==> config.mk <==
export PLATFORM = sky130hd
export DESIGN_NAME = fpu_result_arbiter
export DESIGN_NICKNAME = d
export VERILOG_FILES = /design/src/rtl/fpu_result_arbiter_pkg.sv /design/src/rtl/fpu_result_arbiter_rr.sv /design/src/rtl/fpu_result_arbiter.sv
export SDC_FILE = /design/constraint.sdc
export NUM_CORES = 1
export LEC_CHECK = 0
export CAP_MARGIN = 5
export CORE_UTILIZATION = 45
export CTS_CLUSTER_DIAMETER = 40
export DETAILED_ROUTE_END_ITERATION = 6
export GPL_ROUTABILITY_DRIVEN = 1
export HOLD_SLACK_MARGIN = 0.05
export PLACE_DENSITY = 0.76
export SYNTH_ARGS = -nofsm -noshare
export SYNTH_HDL_FRONTEND = slang
export SYNTH_SLANG_ARGS = --single-unit
==> constraint.sdc <==
create_clock -name clk -period 9.1 [get_ports clk]
set_clock_uncertainty 0.15 [all_clocks]
set_input_delay 1.365 -clock clk [delete_from_list [all_inputs] [get_ports clk]]
set_output_delay 1.365 -clock clk [all_outputs]
set_load 0.05 [all_outputs]
==> src/rtl/fpu_result_arbiter_pkg.sv <==
// Shared FPU result-path definitions.
//   - FPU_N_UNITS / FPU_UID_W : default number of execution sub-units and id width
//   - FPU_UNIT_*              : index of each sub-unit on the result arbiter
//   - fpu_result_t            : one buffered result (value, exception flags, source unit)
package fpu_result_arbiter_pkg;

    localparam int FPU_N_UNITS  = 6;
    localparam int FPU_UID_W    = $clog2(FPU_N_UNITS);
    localparam int FPU_FLAGS_W  = 5;

    // Result-port index of each execution sub-unit.
    localparam int FPU_UNIT_SGN = 0;
    localparam int FPU_UNIT_ADD = 1;
    localparam int FPU_UNIT_MUL = 2;
    localparam int FPU_UNIT_CLS = 3;
    localparam int FPU_UNIT_DIV = 4;
    localparam int FPU_UNIT_CVT = 5;

    typedef struct packed {
        logic [31:0]            value;
        logic [FPU_FLAGS_W-1:0] fflags;   // NV, DZ, OF, UF, NX
        logic [FPU_UID_W-1:0]   unit_id;
    } fpu_result_t;

endpackage

==> src/rtl/fpu_result_arbiter_rr.sv <==
// Round-robin arbiter, reusable for any request vector.
// Ports:
//   enable      : arbitration allowed this cycle (no grant when low)
//   req         : request vector, one bit per requester
//   ptr         : highest-priority requester index (0..N-1)
//   grant       : one-hot grant (all zero when nothing granted)
//   grant_idx   : binary index of the granted requester
//   grant_valid : a grant was issued
module rr_arbiter #(
    parameter int N = 4,
    parameter int W = $clog2(N)
) (
    input  logic         enable,
    input  logic [N-1:0] req,
    input  logic [W-1:0] ptr,
    output logic [N-1:0] grant,
    output logic [W-1:0] grant_idx,
    output logic         grant_valid
);

    logic [W-1:0] cand_s;

    // Scan requesters starting at ptr, wrapping at N (N need not be a power of two).
    always_comb begin
        grant       = '0;
        grant_idx   = '0;
        grant_valid = 1'b0;
        cand_s      = '0;
        if (enable) begin
            for (int k = 0; k < N; k++) begin
                cand_s = W'(((int'(ptr) + k) >= N) ? (int'(ptr) + k - N) : (int'(ptr) + k));
                if (req[cand_s] && !grant_valid) begin
                    grant[cand_s] = 1'b1;
                    grant_idx     = cand_s;
                    grant_valid   = 1'b1;
                end else begin
                    grant_valid = grant_valid;
                end
            end
        end else begin
            grant_valid = 1'b0;
        end
    end

endmodule

==> src/rtl/fpu_result_arbiter.sv <==
// Collects results from the FPU execution sub-units, arbitrates round-robin,
// buffers them in a small FIFO and presents one ordered stream to writeback.
// Ports:
//   clk, reset (async, active-high), flush (sync pipeline flush)
//   unit_valid/unit_ready/unit_data/unit_fflags : per-unit result handshake
//   valid_out/ready_in                          : writeback handshake
//   float_out/fflags_out/unit_id_out            : head result (registered, zero when empty)
module fpu_result_arbiter
    import fpu_result_arbiter_pkg::*;
#(
    parameter int N_UNITS = 6,
    parameter int DEPTH   = 2,
    parameter int ID_W    = $clog2(N_UNITS)
) (
    input  logic                    clk,
    input  logic                    reset,
    input  logic                    flush,
    input  logic [N_UNITS-1:0]      unit_valid,
    output logic [N_UNITS-1:0]      unit_ready,
    input  logic [N_UNITS-1:0][31:0] unit_data,
    input  logic [N_UNITS-1:0][4:0] unit_fflags,
    output logic                    valid_out,
    input  logic                    ready_in,
    output logic [31:0]             float_out,
    output logic [4:0]              fflags_out,
    output logic [ID_W-1:0]         unit_id_out
);

    localparam int PTR_W = $clog2(DEPTH);
    localparam int CNT_W = $clog2(DEPTH + 1);
    localparam logic [CNT_W-1:0] CNT_ONE  = CNT_W'(1);
    localparam logic [CNT_W-1:0] CNT_FULL = CNT_W'(DEPTH);
    localparam logic [PTR_W-1:0] PTR_ONE  = PTR_W'(1);
    localparam logic [ID_W-1:0]  RR_LAST  = ID_W'(N_UNITS - 1);
    localparam logic [ID_W-1:0]  RR_ONE   = ID_W'(1);

    fpu_result_t        mem_r [DEPTH];
    logic [PTR_W-1:0]   wr_ptr_r;
    logic [PTR_W-1:0]   rd_ptr_r;
    logic [PTR_W-1:0]   rd_ptr_next_s;
    logic [CNT_W-1:0]   count_r;
    logic [CNT_W-1:0]   count_next_s;
    logic [ID_W-1:0]    rr_ptr_r;
    logic [ID_W-1:0]    rr_next_s;
    logic [ID_W-1:0]    grant_idx_s;
    logic [N_UNITS-1:0] grant_s;
    logic               grant_valid_s;
    logic               arb_en_s;
    logic               push_s;
    logic               pop_s;
    fpu_result_t        push_entry_s;
    fpu_result_t        head_next_s;

    logic               valid_r;
    logic [31:0]        float_r;
    logic [4:0]         fflags_r;
    logic [ID_W-1:0]    unit_id_r;

    // No unit may be accepted during reset, flush or while the FIFO is full
    // (a same-cycle pop does not free a slot for a push).
    always_comb begin
        if (reset) begin
            arb_en_s = 1'b0;
        end else if (flush) begin
            arb_en_s = 1'b0;
        end else if (count_r == CNT_FULL) begin
            arb_en_s = 1'b0;
        end else begin
            arb_en_s = 1'b1;
        end
    end

    rr_arbiter #(
        .N (N_UNITS),
        .W (ID_W)
    ) u_rr (
        .enable      (arb_en_s),
        .req         (unit_valid),
        .ptr         (rr_ptr_r),
        .grant       (grant_s),
        .grant_idx   (grant_idx_s),
        .grant_valid (grant_valid_s)
    );

    // unit_ready is the grant alone: nothing from writeback reaches the units.
    assign unit_ready = grant_s;
    assign push_s     = grant_valid_s;
    assign pop_s      = valid_r && ready_in && !flush;

    assign push_entry_s = '{value:   unit_data[grant_idx_s],
                            fflags:  unit_fflags[grant_idx_s],
                            unit_id: FPU_UID_W'(grant_idx_s)};

    // Priority pointer after a grant, wrapped explicitly for non-power-of-two unit counts.
    always_comb begin
        if (grant_idx_s == RR_LAST) begin
            rr_next_s = '0;
        end else begin
            rr_next_s = grant_idx_s + RR_ONE;
        end
    end

    // Next occupancy and read pointer; the output registers are loaded from these.
    always_comb begin
        count_next_s  = count_r;
        rd_ptr_next_s = rd_ptr_r;
        if (flush) begin
            count_next_s  = '0;
            rd_ptr_next_s = '0;
        end else begin
            case ({push_s, pop_s})
                2'b10: count_next_s = count_r + CNT_ONE;
                2'b01: begin
                    count_next_s  = count_r - CNT_ONE;
                    rd_ptr_next_s = rd_ptr_r + PTR_ONE;
                end
                2'b11: rd_ptr_next_s = rd_ptr_r + PTR_ONE;
                default: count_next_s = count_r;
            endcase
        end
    end

    // Next head entry; bypass the write when the pushed entry becomes the head
    // (push into empty FIFO, or push+pop with one entry left).
    always_comb begin
        if (push_s && (wr_ptr_r == rd_ptr_next_s)) begin
            head_next_s = push_entry_s;
        end else begin
            head_next_s = mem_r[rd_ptr_next_s];
        end
    end

    // FIFO pointers, occupancy and round-robin pointer (rr_ptr survives flush).
    always_ff @(posedge clk or posedge reset) begin
        if (reset) begin
            count_r  <= '0;
            rd_ptr_r <= '0;
            wr_ptr_r <= '0;
            rr_ptr_r <= '0;
        end else if (flush) begin
            count_r  <= '0;
            rd_ptr_r <= '0;
            wr_ptr_r <= '0;
        end else begin
            count_r  <= count_next_s;
            rd_ptr_r <= rd_ptr_next_s;
            if (push_s) begin
                wr_ptr_r <= wr_ptr_r + PTR_ONE;
                rr_ptr_r <= rr_next_s;
            end
        end
    end

    // Result storage; no reset needed since entries are only read when counted.
    always_ff @(posedge clk) begin
        if (push_s) begin
            mem_r[wr_ptr_r] <= push_entry_s;
        end
    end

    // Registered writeback outputs, zero whenever the FIFO will be empty.
    always_ff @(posedge clk or posedge reset) begin
        if (reset) begin
            valid_r   <= 1'b0;
            float_r   <= 32'h0000_0000;
            fflags_r  <= 5'b00000;
            unit_id_r <= '0;
        end else if (count_next_s != '0) begin
            valid_r   <= 1'b1;
            float_r   <= head_next_s.value;
            fflags_r  <= head_next_s.fflags;
            unit_id_r <= ID_W'(head_next_s.unit_id);
        end else begin
            valid_r   <= 1'b0;
            float_r   <= 32'h0000_0000;
            fflags_r  <= 5'b00000;
            unit_id_r <= '0;
        end
    end

    assign valid_out   = valid_r;
    assign float_out   = float_r;
    assign fflags_out  = fflags_r;
    assign unit_id_out = unit_id_r;

endmodule
### Word-level counts from Yosys, hierarchy flattened

Memory sizes are Yosys's and may differ from the RTL's.
Index checks and enable logic that the tools add are counted.

* flip-flop bits (word level): 48
* bits in writable memories: 80
* output and inout bits: 47
* word-level logic and storage cells: 164
* memories: 1

Memories
* mem_r: depth 2, bits a word 40, read ports 1, clocked after memory_dff 0, wr ports 1, line fpu_result_arbiter.sv:37 `fpu_result_t mem_r [DEPTH];`

* add/subtract/negate cells: 16
* order comparisons: 19
* equal/unequal tests: 6
* mux-type cells: 84
* bitwise operators: 6
* reductions and logical operators: 24

Operators with widths (number)
* binary-select mux 32 bit (select 3 bit): 1
* two-way mux 6 bit: 12
* two-way mux 32 bit: 2
* two-way mux 3 bit: 15
* two-way mux 40 bit: 1
* two-way mux 1 bit: 35
* OR 6 bit: 5
* less-than comparator 3 x 4 -> 1 bit, second input constant: 7
* >= comparator 4 x 3 -> 1 bit, second input constant: 5
* binary-select mux 1 bit (select 3 bit): 6
* demux 1 bit (select 3 bit): 6
* >= comparator 3 x 1 -> 1 bit, second input constant: 6
* binary-select mux 5 bit (select 3 bit): 1
* subtractor 3 x 2 -> 3 bit, second input constant: 5
* logical AND 1 bit: 14
* two-way mux 5 bit: 2
* adder 3 x 2 -> 4 bit, second input constant: 2
* adder 3 x 3 -> 4 bit, second input constant: 2
* == test 2 bit, second input constant: 3
* zero test 1 bit: 6
* adder 3 x 1 -> 4 bit, second input constant: 1
* two-way mux 2 bit: 2
* case mux 2 bit (2 select lines): 1
* nonzero test 2 bit: 2
* other kinds (12): 13

### Logic depth before layout (Yosys ltp)

* word-level depth: 34
* mapped depth: 20
* depth with buffers taken out: 16

### Modules after synthesis

A second synthesis with hierarchy kept.

* cells, all modules: 824
* area, all modules: 8548.2 um^2

By module, submodules not included
* fpu_result_arbiter: instances 1, cells each 665, area each 7404.6 um^2
* rr_arbiter: instances 1, cells each 159, area each 1143.6 um^2

### Worst setup path after synthesis

OpenSTA, ideal clock, no wires.

* path type: in2out
* start point: input unit_valid[0]
* end point: output unit_ready[5]
* arrival: 4192 ps
* data required time: 7585 ps
* setup slack: 3393 ps
* stages: 8
* cell sequence: mux2i_1 > mux2i_1 > a311o_1 > or2_4 > or3_4 > nor2_1 > a311oi_1 > a211oi_1

* word-level cells in the longest chain between the ends: 24

Ends and longest elaborated chain
* from (decl): line fpu_result_arbiter.sv:18 `input logic [N_UNITS-1:0] unit_valid,`
* binary-select mux 1 bit (select 3 bit): line fpu_result_arbiter_rr.sv:32 `if (req[cand_s] && !grant_valid) begin`
* two-way mux 1 bit (implied by the code): line fpu_result_arbiter_rr.sv:32
* two-way mux 1 bit: line fpu_result_arbiter_rr.sv:32
* two-way mux 1 bit: line fpu_result_arbiter_rr.sv:29 `if (enable) begin`
* zero test 1 bit: line fpu_result_arbiter_rr.sv:32
* logical AND 1 bit: line fpu_result_arbiter_rr.sv:32
* two-way mux 1 bit: line fpu_result_arbiter_rr.sv:32
* two-way mux 1 bit: line fpu_result_arbiter_rr.sv:29
* (+8 left out)
* zero test 1 bit: line fpu_result_arbiter_rr.sv:32
* logical AND 1 bit: line fpu_result_arbiter_rr.sv:32
* two-way mux 1 bit: line fpu_result_arbiter_rr.sv:32
* two-way mux 1 bit: line fpu_result_arbiter_rr.sv:29
* zero test 1 bit: line fpu_result_arbiter_rr.sv:32
* logical AND 1 bit: line fpu_result_arbiter_rr.sv:32
* two-way mux 6 bit (*): line fpu_result_arbiter_rr.sv:32
* two-way mux 6 bit (*): line fpu_result_arbiter_rr.sv:29
* to (decl): line fpu_result_arbiter.sv:19 `output logic [N_UNITS-1:0] unit_ready,`

Every way passes the cells marked *; elsewhere a longest branch is shown, timed or not. The select of a mux whose other input is x is not followed.

### Worst setup path after layout

* start point: register rr_ptr_r[0]
* end point: output unit_ready[3]

* word-level cells in the longest chain between the ends: 26

Ends and longest elaborated chain
* from (decl): line fpu_result_arbiter.sv:43 `logic [ID_W-1:0] rr_ptr_r;`
* from (signal assigned): line fpu_result_arbiter.sv:149 `rr_ptr_r <= rr_next_s;`
* parallel branches: the longest is 24 deep, another holds adder 3 x 1 -> 4 bit
* two-way mux 6 bit (*): line fpu_result_arbiter_rr.sv:32
* two-way mux 6 bit (*): line fpu_result_arbiter_rr.sv:29

Every way passes the cells marked *. The select of a mux whose other input is x is not followed.

==> impl_metrics.py <==
metrics = {
    "outcome": {
        "status": "completed",
    },
    "worst_setup_path": {
        "worstSetupStartpointType": "flip-flop",
        "criticalPathCategory": "reg -> out",
        "required_ns": 7.59,
        "end_kind": "output port",
        "cp.arrival_ns": 6.02,
        "reg2reg_slack_ns": 3.15,
        "path_max_fanout": 66,
    },
    "cts": {
        "clock_path_buffers": 2,
        "cts.sinks": 128,
        "numCtsBuffers": 17,
        "cts_resized": 0,
        "cts_root_buffer": "clkbuf_16",
        "clkTransAtPathRegs_ns": 0.06,
        "cts_tree": "yes",
        "post-cts-setup-buffers": 0,
        "clkLatencyLatePin_ns": 0.42,
        "htreeDepth": 4,
        "cts_hold_buffers": 0,
    },
    "grt": {
        "grt_pass1_vias": 7262,
        "grt_remaining_overflow": 0,
        "grt_usage_pct": 26.1,
        "grt_max_degree": 72,
        "antenna_found_initial": 0,
        "grt_pass1_wl_um": 39900,
    },
    "finish": {
        "syn2layout_area_growth_pct": 39.3,
        "stdcell_area_mm2": 0.0124,
        "antenna_cells": 0,
        "drive_gt1_share_pct": 17.1,
        "nets": 1263,
    },
    "die": {
        "rows": 51,
        "fp.coreArea_mm2": 0.0195,
        "io_pins": 279,
        "die_x_um": 143,
        "die_area_mm2": 0.0204,
        "fp.dieH_um": 143,
        "start_util_pct": 45.8,
    },
    "place": {
        "place_congestion": 0.871,
        "io_buffers": 278,
        "dp_hpwl_um": 18800,
        "dpl_worst_slack_ns": 2.01,
        "dpl-instance-area_mm2": 0.0118,
    },
    "yosys": {
        "avgSynthCellArea_um2": 11.5,
        "ys_warn_count": 0,
        "synth-main-ff-cell": "edfxtp_1",
        "synth_seq_cells": 128,
        "ys_seq_area_share_pct": 40.4,
        "syn_area_mm2": 0.00891,
        "synth_edf_count": 80,
        "synthArstFlopShare_pct": 37.5,
        "synthCells": 775,
        "synthesis.nets": 1016,
        "ys_types": 78,
    },
    "timing": {
        "maxSlewHeadroom_pct": 26.4,
        "drv_slew": 0,
        "worst_slew_pin_slew_ns": 1.10,
        "setup-tns-final_ns": 0,
        "grt_setup_unrepaired": "false",
        "setup_viol": 0,
        "fin_crit_ns": 7.53,
        "setup_ws_ns": 1.57,
        "clock.fmax_ghz": 0.133,
        "hold_ws_ns": 0.481,
        "fin_crit_sh_pct": 82.8,
        "finalHoldViolations": 0,
    },
    "routing": {
        "drt_iter0_drc": 492,
        "dr_wl_met3_um": 1790,
        "highest_layer": "met4",
        "routedWlPerCell_um": 20.3,
        "ant_nets": 0,
        "drt-total-wl_um": 26400,
        "vias": 7411,
        "wl_met1_um": 10800,
        "via_per_inst": 5.70,
        "drt_pre_antenna_iters": 5,
        "drc": 0,
        "met2_wirelength_um": 13500,
    },
    "pwr": {
        "total_power_mw": 4.47,
        "p_per_area_mw_per_mm2": 360,
        "p_leak_nw": 4.58,
        "peakVddDrop_uv": 184,
    },
    "min_path": {
        "hold_class": "reg -> reg",
    },
    "run": {
        "cap_violations": 0,
    },
}
-- worst max-delay path: stages, from the launching register on --
cell,delay (ns)
dfrtp_4,1.09
clkinv_1,0.24
ha_1,0.70
nand2b_1,0.17
a21boi_1,0.12
or3_1,0.40
a32oi_2,0.35
nor2_1,0.14
a22oi_2,0.49
a21bo_2,0.63
buf_4,0.43
nor2_1,0.11
clkdlybuf4s50_1,0.71
-- through the flow --
| stage | utilization (%) | instances |
|---|---|---|
| floorplan | - | 775 |
| CTS | 63.8 | 1300 |
| global route | 63.8 | 1300 |
| global placement | 60.4 | 1268 |
| detailed placement | 60.4 | 1268 |
| finish | 63.8 | 1300 |
-- path summary, 6_finish.rpt --
check                                             start                 endpoint  cells after the start
worst max-delay path            rr_ptr_r[0]$_DFFE_PP0P_            unit_ready[3]                     12
worst min-delay path               count_r[1]$_DFF_PP0_     count_r[1]$_DFF_PP0_                      2
worst max register to register  rr_ptr_r[0]$_DFFE_PP0P_   mem_r[1][37]$_DFFE_PP_                     14
worst min register to register     count_r[1]$_DFF_PP0_     count_r[1]$_DFF_PP0_                      2
max in group asynchronous                         reset  rr_ptr_r[0]$_DFFE_PP0P_                      3
min in group asynchronous                         reset     count_r[0]$_DFF_PP0_                      3
-- kinds of logic (layout without fill, tap and decap cells) --
kind of cell    after synthesis  in the layout  share of synthesized area [%]
fa+ha+maj                     9              9                           1.26
mux                         164            164                           19.2
simple gates                140            140                           7.79
flops                       128            128                           40.4
xor+xnor                     11             11                           1.08
compound gates              245            245                           24.9
buf+inv                      78            338                           5.36
-- flip-flops by register name (all words and copies together) (netlist names) --
name,count
float_out,32
rr_ptr_r,3
wr_ptr_r,1
rd_ptr_r,1
unit_id_out,3
valid_out,1
fflags_out,5
count_r,2
mem_r,80
-- area by class of cell --
type	instances	area, um^2
Clock inverter	14	230
Tap cell	265	332
Clock buffer	18	429
Multi-Input combinational cell	569	4870
Timing Repair Buffer	293	2900
Sequential cell	128	3610
Inverter	13	51.3
Fill cell	1588	7050
-- routing by layer --
layer,up-vias,track usage (%)
met5,-,0
met4,0,6.40
met3,20,7.44
met2,278,45.8
met1,3585,31.3
li1,3528,-
-- Yosys cell counts (4+ instances only) --
cell type	count	area share, %
nor2_1	33	1.4
buf_4	7	0.59
nor3_1	7	0.39
a21oi_1	45	2.5
o21ai_0	13	0.73
dfrtp_1	48	13
nand2_1	55	2.3
a221oi_2	26	4.4
a22oi_2	33	4.6
mux2i_1	120	13
nand3_1	4	0.22
inv_1	10	0.42
o21a_1	36	3.0
buf_2	17	0.95
clkbuf_1	26	1.1
nor4_1	4	0.28
xnor2_1	5	0.49
a211oi_1	12	1.0
and2_1	7	0.49
nor2b_1	6	0.42
mux2_2	40	5.1
a22o_1	32	3.1
or3_1	4	0.28
a221o_1	10	1.1
buf_6	7	0.88
buf_8	6	1.0
a221oi_1	6	0.59
a21o_1	4	0.34
xor2_1	6	0.59
edfxtp_1	80	27
ha_1	9	1.3
-- layout by cell type, fill, tap and decap left out, types with 32 or more instances in the layout --
cell               n
a22oi_2           33
edfxtp_1          80
o21a_1            36
mux2i_1          120
a21oi_1           45
nand2_1           55
clkdlybuf4s50_1  278
a22o_1            32
mux2_2            40
dfrtp_1           47
-- report_power, final --
group	leakage [nW]	switching, mW	total [mW]	internal [mW]
Combinational	2.89	1.65	2.73	1.08
Sequential	1.38	0.121	0.980	0.859
Clock	0.311	0.271	0.763	0.492
Total	4.58	2.04	4.47	2.43
Power figures use the tool's default switching activity.
